<file path="src/rtl/kbd_pkg.sv">
// Shared PS/2 definitions for the keyboard host receiver and transmitter.
package kbd_pkg;

    typedef enum logic [1:0] {
        RX_IDLE  = 2'd0,
        RX_RECV  = 2'd1,
        RX_CHECK = 2'd2
    } rx_state_e;

    localparam int   FRAME_BITS = 11;
    localparam logic START_BIT  = 1'b0;
    localparam logic STOP_BIT   = 1'b1;

    // Odd parity over the data byte plus the parity bit.
    function automatic logic odd_par_ok(input logic [7:0] data, input logic par);
        return ^{data, par};
    endfunction

endpackage

</file>
<file path="src/rtl/ps2_sync_edge.sv">
// Three-flop synchronisers for both PS/2 lines plus ps2_clk falling-edge detect.
module ps2_sync_edge (
    input  logic clk,
    input  logic rst_n,
    input  logic ps2_clk_i,
    input  logic ps2_dat_i,
    output logic fedg_o,
    output logic dat_o
);

    // Bit 0 is the first stage; both lines reset to the idle-high level.
    logic [2:0] clk_q;
    logic [2:0] dat_q;
    logic       unused_dat_s2;

    always_ff @(posedge clk) begin
        if (!rst_n) begin
            clk_q <= '1;
            dat_q <= '1;
        end else begin
            clk_q <= {clk_q[1:0], ps2_clk_i};
            dat_q <= {dat_q[1:0], ps2_dat_i};
        end
    end

    assign fedg_o        = clk_q[2] & ~clk_q[1];
    assign dat_o         = dat_q[1];
    assign unused_dat_s2 = dat_q[2];

endmodule

</file>
<file path="src/rtl/kbd_host_rx.sv">
// PS/2 host receive path: frames device bytes, checks parity/stop/timeout.
// Optional build macro KBD_RX_INHIBIT_EN holds the device off while a byte is pending.
module kbd_host_rx
    import kbd_pkg::*;
#(
    parameter int TOUT_CYC = 100000
) (
    input  logic       clk,
    input  logic       rst_n,
    input  logic       ps2_clk,
    input  logic       ps2_dat,
    input  logic       rx_en,
    input  logic       rx_rdy,
    output logic       rx_vld,
    output logic [7:0] rx_dat,
    output logic       par_err,
    output logic       frm_err,
    output logic       tout_err,
    output logic       ovr_err,
    output logic       busy,
    output logic       clk_oe
);

    localparam int             TW      = (TOUT_CYC > 1) ? $clog2(TOUT_CYC) : 1;
    localparam logic [TW-1:0]  TLIM    = TW'(TOUT_CYC - 1);
    localparam logic [3:0]     PAR_IDX = 4'(FRAME_BITS - 2);

    logic fedg;
    logic dat_s;

    ps2_sync_edge u_sync (
        .clk       (clk),
        .rst_n     (rst_n),
        .ps2_clk_i (ps2_clk),
        .ps2_dat_i (ps2_dat),
        .fedg_o    (fedg),
        .dat_o     (dat_s)
    );

    rx_state_e     state_q;
    logic [3:0]    bcnt_q;
    logic [TW-1:0] tcnt_q;
    logic [7:0]    shf_q;
    logic          par_q;
    logic          stop_q;
    logic          rx_vld_q;
    logic [7:0]    rx_dat_q;
    logic          par_err_q;
    logic          frm_err_q;
    logic          tout_err_q;
    logic          ovr_err_q;

    always_ff @(posedge clk) begin
        if (!rst_n) begin
            state_q    <= RX_IDLE;
            bcnt_q     <= '0;
            tcnt_q     <= '0;
            shf_q      <= '0;
            par_q      <= 1'b0;
            stop_q     <= 1'b0;
            rx_vld_q   <= 1'b0;
            rx_dat_q   <= '0;
            par_err_q  <= 1'b0;
            frm_err_q  <= 1'b0;
            tout_err_q <= 1'b0;
            ovr_err_q  <= 1'b0;
        end else begin
            par_err_q  <= 1'b0;
            frm_err_q  <= 1'b0;
            tout_err_q <= 1'b0;
            ovr_err_q  <= 1'b0;
            if (rx_vld_q && rx_rdy)
                rx_vld_q <= 1'b0;

            if (!rx_en) begin
                state_q <= RX_IDLE;
            end else begin
                case (state_q)
                    RX_IDLE: begin
                        if (fedg && dat_s == START_BIT) begin
                            state_q <= RX_RECV;
                            bcnt_q  <= 4'd1;
                            tcnt_q  <= '0;
                        end
                    end
                    RX_RECV: begin
                        if (fedg) begin
                            tcnt_q <= '0;
                            bcnt_q <= bcnt_q + 4'd1;
                            if (bcnt_q < PAR_IDX)
                                shf_q <= {dat_s, shf_q[7:1]};
                            else if (bcnt_q == PAR_IDX)
                                par_q <= dat_s;
                            else begin
                                stop_q  <= dat_s;
                                state_q <= RX_CHECK;
                            end
                        end else if (tcnt_q == TLIM) begin
                            // Leaving RECV here is also what keeps the counter from wrapping.
                            tout_err_q <= 1'b1;
                            state_q    <= RX_IDLE;
                        end else begin
                            tcnt_q <= tcnt_q + 1'b1;
                        end
                    end
                    RX_CHECK: begin
                        state_q <= RX_IDLE;
                        if (stop_q != STOP_BIT)
                            frm_err_q <= 1'b1;
                        else if (!odd_par_ok(shf_q, par_q))
                            par_err_q <= 1'b1;
                        else if (rx_vld_q && !rx_rdy)
                            ovr_err_q <= 1'b1;
                        else begin
                            // Also covers accept-and-reload in the same cycle.
                            rx_vld_q <= 1'b1;
                            rx_dat_q <= shf_q;
                        end
                    end
                    default: state_q <= RX_IDLE;
                endcase
            end
        end
    end

    assign rx_vld   = rx_vld_q;
    assign rx_dat   = rx_dat_q;
    assign par_err  = par_err_q;
    assign frm_err  = frm_err_q;
    assign tout_err = tout_err_q;
    assign ovr_err  = ovr_err_q;
    assign busy     = (state_q == RX_RECV);

`ifdef KBD_RX_INHIBIT_EN
    assign clk_oe = rx_vld_q && (state_q == RX_IDLE);
`else
    assign clk_oe = 1'b0;
`endif

endmodule

</file>
<file path="config.mk">
export PLATFORM = sky130hd
export DESIGN_NAME = kbd_host_rx
export DESIGN_NICKNAME = d
export VERILOG_FILES = /design/src/rtl/kbd_pkg.sv /design/src/rtl/ps2_sync_edge.sv /design/src/rtl/kbd_host_rx.sv
export SDC_FILE = /design/constraint.sdc
export NUM_CORES = 1
export LEC_CHECK = 0
export ABC_AREA = 1
export CAP_MARGIN = 25
export CORE_MARGIN = 8
export CORE_UTILIZATION = 34
export DETAILED_ROUTE_END_ITERATION = 12
export HOLD_SLACK_MARGIN = 0.12
export PLACE_DENSITY_LB_ADDON = 0.15
export SLEW_MARGIN = 0
export SYNTH_ARGS = -nofsm -noshare
export SYNTH_HDL_FRONTEND = slang
export SYNTH_SLANG_ARGS = --single-unit
</file>
<file path="constraint.sdc">
create_clock -name clk -period 1.7 [get_ports clk]
set_input_delay 0.255 -clock clk [delete_from_list [all_inputs] [get_ports clk]]
set_output_delay 0.255 -clock clk [all_outputs]
set_load 0.05 [all_outputs]
</file>
Word-level counts from Yosys, hierarchy flattened

Cells that the tools add are included.

Eq/ne operators: 10
Add/subtract/negate cells: 2
Multiplexer cells: 23
Bitwise operators: 9
Reduce and logical (&&, ||, !) cells: 19
Order comparisons: 1

Operators with widths:

| cell                                              | count |
|---|---|
| 2-to-1 mux 17 bit                                 | 3 |
| one-hot mux 17 bit (2 select lines)               | 1 |
| AND reduction 4 bit                               | 5 |
| AND reduction 5 bit                               | 4 |
| adder 17 x 1 -> 17 bit, second input constant     | 1 |
| == test 17 bit, second input constant             | 1 |
| 2-to-1 mux 1 bit                                  | 10 |
| 2-to-1 mux 2 bit                                  | 5 |
| != test 3 bit, second input constant              | 3 |
| XOR reduction 9 bit                               | 1 |
| 2-to-1 mux 4 bit                                  | 2 |
| NOT 1 bit                                         | 8 |
| one-hot mux 4 bit (2 select lines)                | 1 |
| adder 4 x 1 -> 4 bit, second input constant       | 1 |
| == test 4 bit, second input constant              | 1 |
| less-than comparator 4 bit, second input constant | 1 |
| one-hot mux 2 bit (2 select lines)                | 1 |
| OR reduction 4 bit                                | 1 |
| logical AND 1 bit                                 | 3 |
| != test 3 x 1 -> 1 bit, second input constant     | 1 |
| AND reduction 3 bit                               | 1 |
| == test 2 x 1 -> 1 bit, second input constant     | 1 |
| == test 2 bit, second input constant              | 1 |
| zero test 2 bit                                   | 1 |
| 6 further kinds                                   | 6 |

Output and inout bits: 15
Flip-flop bits (word level): 51
Input bits: 6

Depth between registers and ports, before layout

Depth in word-level cells: 7
Depth in mapped cells: 11
Gate-level depth less buffers: 11

By module

Synthesis repeated with hierarchy kept, for this count alone.

Cell total of the unflattened synthesis: 414
Area total of the unflattened synthesis: 2,691.3 sq um

By module, submodules not included:

| module        | area an instance (sq um) | sequential area each (sq um) | times used | cells an instance |
|---|---|---|---|---|
| kbd_host_rx   | 2,546.2                  | 920.9                        | 1          | 397 |
| ps2_sync_edge | 145.1                    | 100.1                        | 1          | 17 |

Least setup slack after synthesis

Ideal clock, no wire load.

Path kind: reg2reg
Start point: register state_q[0]
End point: register shf_q[5]
Data required time: 1,630 ps
Arrival: 1,932 ps
Path slack: -301 ps
Path buffers: 1
Stages on the path, launching flop included: 8
Library setup time: 70 ps
Cells stage by stage: dfxtp_1 > inv_2 > nor2_1 > nand3_2 > a21oi_4 > buf_6 > o21ai_0 > a21oi_1

Word-level cells in the longest chain between the ends: 2

RTL lines:

| element                       | line              | text |
|---|---|---|
| start: declaration            | kbd_host_rx.sv:40 | `rx_state_e state_q;` |
| start signal: assignment      | kbd_host_rx.sv:55 | `state_q <= RX_IDLE;` |
| start signal: assignment      | kbd_host_rx.sv:76 | `state_q <= RX_IDLE;` |
| start signal: assignment      | kbd_host_rx.sv:81 | `state_q <= RX_RECV;` |
| == test 2 x 1 -> 1 bit        | n/a               |  |
| net busy                      | kbd_host_rx.sv:20 | `output logic busy,` |
| AND reduction 4 bit (no line) | n/a               |  |
| end signal: assignment        | kbd_host_rx.sv:91 | `shf_q <= {dat_s, shf_q[7:1]};` |
| end: declaration              | kbd_host_rx.sv:43 | `logic [7:0] shf_q;` |

The timed path passes the listed nets, and every way through them passes these cells.
A chain may end at the register's enable or synchronous reset.

Worst setup path in the final report

Start point: register tcnt_q[0]
End point: register tcnt_q[14]

Word-level cells in the longest chain between the ends: 4
Elaborated cells between the ends (all ways): 7
Those cells by class: add/sub: 1; eq/ne: 2; mux: 3; reduce/logical: 1

RTL lines:

| element                             | line               | text |
|---|---|---|
| start: declaration                  | kbd_host_rx.sv:42  | `logic [TW-1:0] tcnt_q;` |
| start signal: assignment            | kbd_host_rx.sv:103 | `tcnt_q <= tcnt_q + 1'b1;` |
| adder 17 x 1 -> 17 bit              | kbd_host_rx.sv:103 |  |
| 2-to-1 mux 17 bit                   | kbd_host_rx.sv:98  | `end else if (tcnt_q == TLIM) begin` |
| 2-to-1 mux 17 bit                   | kbd_host_rx.sv:87  | `if (fedg) begin` |
| one-hot mux 17 bit (2 select lines) | kbd_host_rx.sv:78  | `case (state_q)` |

Several ways; a longest one is shown, not always the timed one. The select of a mux whose other input is x is not followed.

==> results_dict.tcl <==
set metrics [dict create \
    maxCapViolCount 0 \
    synthDistinctLibCells 38 \
    fin_util 0.425 \
    power_frac_comb 0.044 \
    post_synth_xor_area_fraction 0.0191 \
    place.gp.congestion 0.842 \
    cp_max_fo 7 \
    drt_iter0_markers 132 \
    report.power.total_mw 2.05 \
    grt_pass1_wl_um 11500 \
    hp-class "flop to flop" \
    switchingPower_uw 516 \
    syn_to_final_growth_pct 24.3 \
    finalSetupViolCount 0 \
    clock_power_share 0.370 \
    clock-sinks 51 \
    clock_latency_ps 310 \
    switching_share 0.252 \
    synth_nets 407 \
    grt_util_met2 0.187 \
    diodes 0 \
    cts_buffer_depth 2 \
    p_leak_nw 1.39 \
    async_flop_share 0 \
    grt_max_degree 18 \
    holdPathStages 1 \
    critPathBufInv 3 \
    r2r-end "tcnt_q[14]" \
    die_h_um 106 \
    drc 0 \
    critPathKind "flop to flop" \
    via_count 2574 \
    io_buffers 19 \
    synth_compound_area_frac 0.114 \
    post_drt_wl_per_cell_um 12.2 \
    grt_pass1_vias 2383 \
    netlist_area_um2 2750 \
    min_period_ps 1600 \
    placement.cell_area_um2 3240 \
    slowest_stage "dfxtp_4" \
    cp-end-kind "flop" \
    met3_usage 0.0254 \
    hold-path-endpoint "u_sync.dat_q[1]" \
    finClkSkew_ps 7.38 \
    p_per_area_nw_per_um2 598 \
    htreeDepth 2 \
    startpoint "tcnt_q[0]" \
    max_freq_ghz 0.624 \
    crit_arrival_ps 1850 \
    gr-total-overflow 0 \
    cpLargestDelayFamily "simple AND/OR/NAND/NOR gates" \
    crit_chain "ha_4 > inv_1 > nor2_4 > buf_12 > nand4_4 > nand2_4 > buf_4 > nand2_2 > a21oi_1" \
    maxSlewViolCount 0 \
    drive_gt1_frac 0.218 \
    initial_core_util 0.342 \
    r2r_setup_slack_ps 100 \
    die_w_um 106 \
    critPathRequiredTime_ps 1950 \
    root_buffer "clkbuf_8" \
    yosys.area_share.adder 0.0182 \
    cts.hold.buffers_added 0 \
    vias_per_cell 4.68 \
    grt_usage 0.124 \
    ys_seq_elements 51 \
    period_share 0.942 \
    mostFrequentLayoutCells "nand2_1, dfxtp_1, inv_1, nor2_1, buf_4" \
    status "complete, no violations" \
    drtAntennaViolNets 0 \
    wl_um 6700 \
    yosysWarnings 0 \
    syn-instance-count 397 \
    ir_worst_vdd_uv 299 \
    ios 21 \
    fin_setup_tns_ps 0 \
    power_frac_seq 0.587 \
    hp-start "u_sync.dat_q[0]" \
    die_area_um2 11200 \
    final_common_cell "nand2_1" \
    tritoncts "done" \
    fin_nets 454 \
    rr_startpoint "tcnt_q[0]" \
    top_usage_layer "met2" \
    use_met1 0.172 \
    cp-start-kind "flop" \
    slowest_delay_ps 380 \
    cts-buffers-inserted 5 \
    dr.pass1.iters 4 \
    hold_viol 0 \
    muxShareOfSynthArea 0 \
    synth_ff_type "dfxtp_1" \
    p_int_mw 1.53 \
    synth_edf_count 0 \
    core_area_um2 8050 \
    yosysSeqAreaShare 0.371 \
    synth_top_family_by_area "simple AND/OR/NAND/NOR gates" \
    synth.avg_cell_area_um2 6.94 \
    path_clk_slew_ps 110 \
    antenna_found_initial 0 \
    synth_simple_gate_area_share 0.384 \
    dp_hpwl_um 5080 \
    reg2reg_depth 9 \
    rows 33 \
    fin_area_um2 3420 \
]
cell usage after synthesis, types with 3 or more instances:
cell / count / area (um2)
dfxtp_1: 51 / 1020
nor2_1: 43 / 161
nand2_4: 3 / 33.8
or2_2: 4 / 25.0
inv_2: 3 / 11.3
ha_1: 4 / 50.1
xor2_1: 3 / 26.3
a21oi_2: 6 / 52.6
nor2_2: 3 / 18.8
a21oi_1: 24 / 120
xnor2_1: 3 / 26.3
nand2_2: 9 / 56.3
inv_1: 48 / 180
nand2_1: 100 / 375
o21ai_0: 14 / 70.1
nor3_1: 10 / 50.1
nor2_4: 4 / 45.0
nand4_1: 8 / 50.1
nand3_1: 33 / 165
area by class of cell:
cell class	count	area, um2
timing repair buffer	48	460
tap	105	131
sequential	51	1030
clock buffer	5	68.8
multi-input combinational	287	1520
fill	840	4630
inverter	51	191
clock inverter	3	25.0
repair_timing:
item	CTS	global route
resized for setup	1	10
setup buffers	3	2
setup endpoints to repair	1	20
pin swaps	1	2
per-stage QoR:
stage | hold slack (ps) | worst slack [ps] | instances
6_report | 429 | 98.1 | 550
5_1_grt | 446 | -6.84 | 550
4_1_cts | 432 | 36.7 | 548
3_5_place_dp | 407 | -65.2 | 537
3_3_place_gp | 405 | -52.1 | 537
2_1_floorplan | 362 | 213 | 397
routing by layer:
metal | vias to the layer above | routed length (um)
met5 | - | 0
met3 | 7 | 288
li1 | 1362 | -
met1 | 1165 | 3470
met2 | 40 | 2860
met4 | 0 | 76
worst reg2reg max path: stages, from the launching register on:
cell,delay [ps]
dfxtp_4,380
ha_4,140
inv_1,60
nor2_4,180
buf_12,130
nand4_4,160
nand2_4,180
buf_4,140
nand2_2,40
a21oi_1,130
state kept, by name (all words and copies together), names as in the netlist:
signal and cells:
bcnt_q 4, frm_err 1, ovr_err 1, par_err 1, par_q 1, rx_dat 8, rx_vld 1, shf_q 8
state_q 2, stop_q 1, tcnt_q 17, tout_err 1, u_sync.clk_q 3, u_sync.dat_q 2
power groups by stage:
| stage | clock (mW) | sequential [mW] | combinational (mW) |
|---|---|---|---|
| 2_1_floorplan | 0 | 1.23 | 0.0450 |
| 3_3_place_gp | 0 | 1.23 | 0.0902 |
| 3_5_place_dp | 0 | 1.23 | 0.0899 |
| 4_1_cts | 0.783 | 1.20 | 0.0901 |
| 5_1_grt | 0.842 | 1.20 | 0.0984 |
| 6_report | 0.756 | 1.20 | 0.0894 |
cell families (layout without fill, tap and decap cells):
logic type               after synthesis  after routing
AO/OA/AOI/OAI                         52             52
XOR/XNOR                               6              6
adder cells (fa/ha/maj)                4              4
buffers and inverters                 59            107
flip-flops                            51             51
other                                  1              1
AND/OR/NAND/NOR                      224            224
how the worst max path moves through the flow:
| stage | endpoint | slack [ps] | cells after the start |
|---|---|---|---|
| finish | tcnt_q[14] | 100 | 9 |
| global route | tcnt_q[14] | -7 | 9 |
| CTS | tcnt_q[14] | 40 | 9 |
| detailed placement | tcnt_q[14] | -70 | 9 |
| global placement | tcnt_q[14] | -50 | 9 |
| floorplan | shf_q[5] | 210 | 7 |
Power figures use the tool's default switching activity.
